File: config.mk
export PLATFORM = sky130hd
export DESIGN_NAME = red_pitaya_pll_seq
export DESIGN_NICKNAME = d
export VERILOG_FILES = /design/src/rtl/red_pitaya_pll_seq.sv
export SDC_FILE = /design/constraint.sdc
export NUM_CORES = 1
export LEC_CHECK = 0
export ABC_AREA = 1
export CAP_MARGIN = 25
export CORE_MARGIN = 4
export CORE_UTILIZATION = 60
export CTS_CLUSTER_DIAMETER = 50
export DETAILED_ROUTE_END_ITERATION = 7
export GPL_ROUTABILITY_DRIVEN = 0
export PLACE_DENSITY = 0.81
export SYNTH_ARGS = -nofsm -noshare
export SYNTH_HDL_FRONTEND = slang
export SYNTH_SLANG_ARGS = --single-unit
File: constraint.sdc
create_clock -name clk_i -period 2.24 [get_ports clk_i]
set_input_delay 0.448 -clock clk_i [delete_from_list [all_inputs] [get_ports clk_i]]
set_output_delay 0.448 -clock clk_i [all_outputs]
set_load 0.05 [all_outputs]
File: src/rtl/red_pitaya_pll_seq.sv
// Housekeeping FF PLL sequencer: qualifies the reference, gates the phase
// detector enable, waits for lock, retries with back-off and latches a fault.
module red_pitaya_pll_seq #(
    parameter int REF_QUAL    = 3,
    parameter int SETTLE_CYC  = 12500000,
    parameter int LOSS_CYC    = 1250,
    parameter int BACKOFF_CYC = 1250000,
    parameter int MAX_RETRY   = 3,
    parameter int CNT_W       = 16
) (
    input  logic             clk_i,
    input  logic             rstn_i,
    input  logic             ctrl_en_i,
    input  logic             clr_i,
    input  logic             ref_val_i,
    input  logic             lck_i,
    output logic             pll_cfg_en_o,
    output logic             locked_o,
    output logic             fault_o,
    output logic [2:0]       state_o,
    output logic [3:0]       retry_cnt_o,
    output logic [CNT_W-1:0] loss_cnt_o
);

    typedef enum logic [2:0] {
        IDLE     = 3'd0,
        WAIT_REF = 3'd1,
        SETTLE   = 3'd2,
        LOCKED   = 3'd3,
        BACKOFF  = 3'd4,
        FAULT    = 3'd5
    } state_t;

    // One timer serves both SETTLE and BACKOFF, sized for the longer window
    localparam int TMAX = (SETTLE_CYC > BACKOFF_CYC) ? SETTLE_CYC : BACKOFF_CYC;
    localparam int TW   = $clog2(TMAX + 1);
    localparam int QW   = $clog2(REF_QUAL + 1);
    localparam int GW   = $clog2(LOSS_CYC + 1);

    localparam logic [TW-1:0]    SET_LAST  = TW'(SETTLE_CYC - 1);
    localparam logic [TW-1:0]    BO_LAST   = TW'(BACKOFF_CYC - 1);
    localparam logic [QW-1:0]    QUAL_LAST = QW'(REF_QUAL - 1);
    localparam logic [GW-1:0]    LOSS_LAST = GW'(LOSS_CYC - 1);
    localparam logic [3:0]       RETRY_MAX = 4'(MAX_RETRY);
    localparam logic [CNT_W-1:0] LOSS_SAT  = '1;

    state_t           state, state_n;
    logic [QW-1:0]    qual, qual_n;
    logic [TW-1:0]    tmr, tmr_n;
    logic [GW-1:0]    gl, gl_n;
    logic [3:0]       retry, retry_n;
    logic [CNT_W-1:0] loss, loss_n;
    logic             loss_inc;

    always_ff @(posedge clk_i or negedge rstn_i) begin
        if (!rstn_i) begin
            state <= IDLE;
            qual  <= '0;
            tmr   <= '0;
            gl    <= '0;
            retry <= '0;
            loss  <= '0;
        end else begin
            state <= state_n;
            qual  <= qual_n;
            tmr   <= tmr_n;
            gl    <= gl_n;
            retry <= retry_n;
            loss  <= loss_n;
        end
    end

    always_comb begin
        state_n  = state;
        qual_n   = qual;
        tmr_n    = tmr;
        gl_n     = gl;
        retry_n  = retry;
        loss_inc = 1'b0;
        if (state == FAULT && clr_i) begin
            state_n = IDLE;
            qual_n  = '0;
            tmr_n   = '0;
            gl_n    = '0;
            retry_n = '0;
        end else if (!ctrl_en_i && state != FAULT) begin
            state_n = IDLE;
            qual_n  = '0;
            tmr_n   = '0;
            gl_n    = '0;
            retry_n = '0;
        end else begin
            unique case (state)
                IDLE: begin
                    state_n = WAIT_REF;
                    qual_n  = '0;
                end
                WAIT_REF: begin
                    if (!ref_val_i) begin
                        qual_n = '0;
                    end else if (qual == QUAL_LAST) begin
                        state_n = SETTLE;
                        qual_n  = '0;
                        tmr_n   = '0;
                    end else begin
                        qual_n = qual + 1'b1;
                    end
                end
                SETTLE: begin
                    // A reference drop outranks the lock decision
                    if (!ref_val_i) begin
                        state_n = WAIT_REF;
                        qual_n  = '0;
                        tmr_n   = '0;
                    end else if (tmr == SET_LAST) begin
                        tmr_n = '0;
                        if (lck_i) begin
                            state_n = LOCKED;
                            retry_n = '0;
                            gl_n    = '0;
                        end else if (retry == RETRY_MAX) begin
                            state_n = FAULT;
                        end else begin
                            state_n = BACKOFF;
                            retry_n = retry + 4'd1;
                        end
                    end else begin
                        tmr_n = tmr + 1'b1;
                    end
                end
                LOCKED: begin
                    if (!ref_val_i) begin
                        loss_inc = 1'b1;
                        state_n  = WAIT_REF;
                        qual_n   = '0;
                        gl_n     = '0;
                    end else if (lck_i) begin
                        gl_n = '0;
                    end else if (gl == LOSS_LAST) begin
                        loss_inc = 1'b1;
                        state_n  = BACKOFF;
                        tmr_n    = '0;
                        gl_n     = '0;
                    end else begin
                        gl_n = gl + 1'b1;
                    end
                end
                BACKOFF: begin
                    if (tmr == BO_LAST) begin
                        state_n = WAIT_REF;
                        qual_n  = '0;
                        tmr_n   = '0;
                    end else begin
                        tmr_n = tmr + 1'b1;
                    end
                end
                FAULT: begin
                    state_n = FAULT;
                end
                default: begin
                    state_n = IDLE;
                    qual_n  = '0;
                    tmr_n   = '0;
                    gl_n    = '0;
                    retry_n = '0;
                end
            endcase
        end
    end

    always_comb begin
        loss_n = loss;
        if (clr_i) begin
            loss_n = '0;
        end else if (loss_inc && loss != LOSS_SAT) begin
            loss_n = loss + 1'b1;
        end
    end

    assign pll_cfg_en_o = (state == SETTLE) || (state == LOCKED);
    assign locked_o     = (state == LOCKED);
    assign fault_o      = (state == FAULT);
    assign state_o      = state;
    assign retry_cnt_o  = retry;
    assign loss_cnt_o   = loss;

endmodule

; ---- After elaboration in Yosys (flattened, before gate mapping)
; Index checks and enable logic that the tools add are counted.
[classes]
n_addsub = 5
n_eq_ne = 30
mux = 55
reduce_logical = 16
[op_table]
columns = cell, count
row1 = $mux 24, 10
row2 = $pmux 24 s5, 1
row3 = $mux 11, 8
row4 = $mux 3, 11
row5 = $pmux 11 s3, 1
row6 = $mux 16, 2
row7 = $add 24x1->24 const B, 1
row8 = $eq 24x21->1 const B, 1
row9 = $eq 24x24->1 const B, 1
row10 = $mux 4, 6
row11 = $ne 4x4->1 const B, 6
row12 = $pmux 3 s6, 1
row13 = $add 16x1->16 const B, 1
row14 = $ne 16x16->1 const B, 1
row15 = $mux 2, 6
row16 = $ne 3x1->1 const B, 4
row17 = $ne 4x2->1 const B, 3
row18 = $reduce_and 6->1, 2
row19 = $add 11x1->11 const B, 1
row20 = $eq 11x11->1 const B, 1
row21 = $ne 5x5->1 const B, 2
row22 = $pmux 2 s4, 1
row23 = $pmux 4 s2, 1
row24 = $reduce_and 4->1, 2
row25 = other kinds (21), 32
[totals]
ff_bits = 60
inputBits = 6
elab_cells = 112

; ---- Longest topological paths before layout
[logic_depth]
depth_word = 10
mapped_depth = 13

; ---- Worst setup path after synthesis
; OpenSTA, ideal clock, no wires.
[synth_path]
kind = flip-flop to flip-flop
startpoint = register state[1] (netlist: state_o[1])
endpoint = register tmr[4]
arrival_time_ns = 2.209
path_slack_ns = -0.043
path_stages_with_launch = 12
period_less_slack_ns = 2.283
path_cell_list = dfrtp_1 -> inv_2 -> nor2_4 -> nand2_2 -> inv_2 -> nand2_1 -> nand2_1 -> nand2_1 -> nand2_4 -> inv_2 -> buf_6 -> o21ai_2
[synth_lines]
columns = item, line
row1 = "start, declared", 47  ; state_t state, state_n;
row2 = "start signal, assigned", 64  ; state <= state_n;
row3 = $eq 3x2->1 (*), n/a
row4 = named net locked_o, 18  ; output logic locked_o,
row5 = $pmux 24 s5, 93  ; unique case (state)
row6 = $mux 24, 86  ; end else if (!ctrl_en_i && state != FAULT) begin
row7 = $mux 24, 80  ; if (state == FAULT && clr_i) begin
row8 = "end signal, assigned", 66  ; tmr <= tmr_n;
row9 = "end, declared", 49  ; logic [TW-1:0] tmr, tmr_n;
; Mark *: on every way through the listed nets, which the timed path passes. The rest lies on a longest branch.
; A chain may end at the register's enable or synchronous reset.

; ---- Worst setup path in the final report
[layout_path]
startpoint = register state[0] (netlist: state_o[0])
endpoint = output port state_o[0]
[layout_lines]
columns = item, line
row1 = "end, declared", 20  ; output logic [2:0] state_o,
; No word-level cell between the ends.

==> summary.txt <==
critical path data required time = 1.79 ns
Setup-failing EPs final = 0
Detailed Route Iter0 Violations = 419
final net count = 714
Final ANT Viol Nets = 0
Clock transition at path regs = 0.07 ns
syn avg cell area = 6.662 µm²
Clk pwr share = 28.1%
Reg2Reg Capture Point = state_o[0]
unrepaired setup endpoints after global routing = no
Detailed Place HPWL = 8.348 mm
Post-Synth XOR/XNOR Area = 4.582%
Max VDD drop = 0.4217 mV
final WL = 11.34 mm
Worst Skew = 0.01149 ns
CP Capture Type = output port
first-pass GRT wire length = 19.67 mm
htree depth = 3
Core Region = 0.006944 mm²
Fmax = 462.4 MHz
worst skew pair latency = 0.34 ns
antenna diode count = 0
post-synthesis mux area share = 0%
PortBufs = 31
mapped cell area = 0.004397 mm²
number of flops mapped to enable cells by yosys = 0
CTS root buffer = clkbuf_8
worst rel slew slack = 66.02%
Ys Warns = 0
die extent in y = 93.60 µm
r2r setup slk = 0.23 ns
logic gate share of total power = 36.1%
row cnt = 30
Syn Nets = 671
number of global-route vias before repair = 4325
area delta synth->final = 15.65%
WP buf/inv = 1
initial antenna violation count = 0
Crit path arrival time = 1.71 ns
max-slew violations = 0
Hold Vio Cnt, Final = 0
gr usage total = 27.78%
main combinational cell family by area after synthesis = simple AND/OR/NAND/NOR gates
Synth top area share = 34.15%
Mapped Cells = 660
Yosys reg bits = 60
Die Wd = 93.60 µm
internal power = 1932 µW
Yosys top cell by area = dfrtp_1
Reg2Reg Depth = 10
sw power = 1339 µW
die area = 0.008761 mm²
min Tclk post-route = 2.163 ns
sequential fraction of the synthesis area = 34.15%
clock tree buffer depth = 2
simple-gate area share of the yosys netlist = 43.14%
Via density = 5.650
Setup CP Type = register to output port
Crit path max-delay family = buffers and inverters
Crit Path Max Fanout = 9
Post-synth ARST share = 100.0%
Flop pwr share = 35.8%
CP Launch Type = register
Setup WS post-layout = 0.07724 ns
layout cells sized above 1 = 11.30%
met1 Resource Use GR = 36.83%
drt pass-1 iters = 5
crit-path cells = clkdlybuf4s50_1
TritonCTS clock tree = built
Least-Margin Pin Slew = 0.5081 ns
total clock sinks = 60
Initial Utilization = 63.32%
min-delay worst type = primary input to async pin
post-cts sizing count = 0
Top Usage Layer GRT = met2
# DRC = 0
met3 Use GR = 4.827%
Synth Area in Compound Gates = 7.712%
Sum Neg Setup Slack = 0 ns
Post CTS Setup Buffer Count = 0
largest net degree at the start of global routing = 61
Synth Area in Adders = 1.423%
CP Depth = 1
placed standard-cell area = 0.004897 mm²
wire per inst = 14.10 µm
Boundary Pins = 32
r2r startpoint = tmr[0]
Max Cap Viol = 0
GRT overflow = 0
Final Power = 3271 µW
top post-synthesis cells by area = dfrtp_1 34%, nand2_1 16%, nand3_1 7.6%
switching share of power = 40.94%
post-place setup slack = 0.04888 ns
Synth cell types = 37
post-route cell area = 0.005085 mm²
ys flop type = dfrtp_1
total vias in the final route = 4543
CP max-delay cell = clkdlybuf4s50_1
leakage = 0.002374 µW
Crit path largest cell delay = 0.86 ns
hold buffers post-CTS = 0
pwr dens = 643.4 mW/mm²
cts bufs inserted = 9
met2 GRT Util = 45.74%
status = completed
Period Utilization, post-route = 96.55%
-- registers in the layout, indices dropped and copies added (netlist names) --
name         cells
gl              11
loss_cnt_o      16
qual             2
retry_cnt_o      4
state_o          3
tmr             24
-- cell usage in the layout, fill, tap and decap left out, types with 15 or more instances in the layout --
cell,synthesis,layout
buf_4,5,15
clkdlybuf4s50_1,0,27
dfrtp_1,60,59
inv_1,72,72
nand2_1,193,193
nand3_1,67,67
nand4_1,34,34
nor2_1,85,85
o21ai_0,17,17
o21ai_1,19,19
xor2_1,19,19
-- worst max-delay path by stage --
stage	slack, ns	startpoint	endpoint
2_1_floorplan	0.08	state_o[2]	tmr[4]
3_3_place_gp	0.11	clr_i	tmr[21]
3_5_place_dp	0.05	ctrl_en_i	tmr[21]
4_1_cts	0.06	state_o[0]	state_o[0]
5_1_grt	0.005	state_o[0]	state_o[0]
6_report	0.08	state_o[0]	state_o[0]
-- cell usage after synthesis, types with 2 or more instances --
cell	number
nand2_1	193
nor2_1	85
inv_1	72
nand3_1	67
dfrtp_1	60
nand4_1	34
o21ai_1	19
xor2_1	19
o21ai_0	17
nor3_1	11
o21ai_2	10
inv_2	7
a21oi_1	6
buf_2	5
buf_4	5
ha_1	5
nand2_2	5
nand2_4	4
nor2_2	4
xnor2_1	4
clkbuf_1	3
nand3_2	3
nor3b_1	3
a21oi_2	2
nand4_2	2
nor2_4	2
nor4_1	2
or2_2	2
-- power by group through the flow --
stage	combinational, µW	sequential (µW)	clock (µW)
after floorplan	749	1260	0
after CTS	1170	1170	936
after detailed placement	1170	1190	0
after global placement	1140	1190	0
after global routing	1270	1180	987
final	1180	1170	918
-- routing by layer --
metal / vias up / wire (µm)
li1: 2221 / -
met4: 0 / 149
met2: 187 / 5410
met1: 2113 / 5049
met3: 22 / 730
met5: - / 0
-- per-stage QoR --
stage | cells | hold WS (ns) | util (%)
5_1_grt | 804 | 0.1344 | 73.23
4_1_cts | 804 | 0.1248 | 73.23
3_5_place_dp | 788 | 0.4853 | 70.52
6_report | 804 | 0.1059 | 73.23
3_3_place_gp | 788 | 0.4697 | 70.52
2_1_floorplan | 660 | 0.1524 | -
-- area by class of cell --
cell class              count  area [µm²]
clock inverters             5       36.28
well taps                  96       120.1
repair buffers             47       467.9
flip-flops and latches     60        1503
multi-input cells         504        2500
fillers                   586        1859
inverters                  81       306.5
clock buffers              11       151.4
-- cell families (layout without fill, tap and decap cells) --
| kind of cell | after synthesis | after routing |
|---|---|---|
| AND/OR/NAND/NOR | 419 | 419 |
| buffers and inverters | 96 | 144 |
| flip-flops | 60 | 60 |
| AO/OA/AOI/OAI | 57 | 57 |
| XOR/XNOR | 23 | 23 |
| adder cells (fa/ha/maj) | 5 | 5 |
Note: power is estimated with default switching activity, not from simulation.
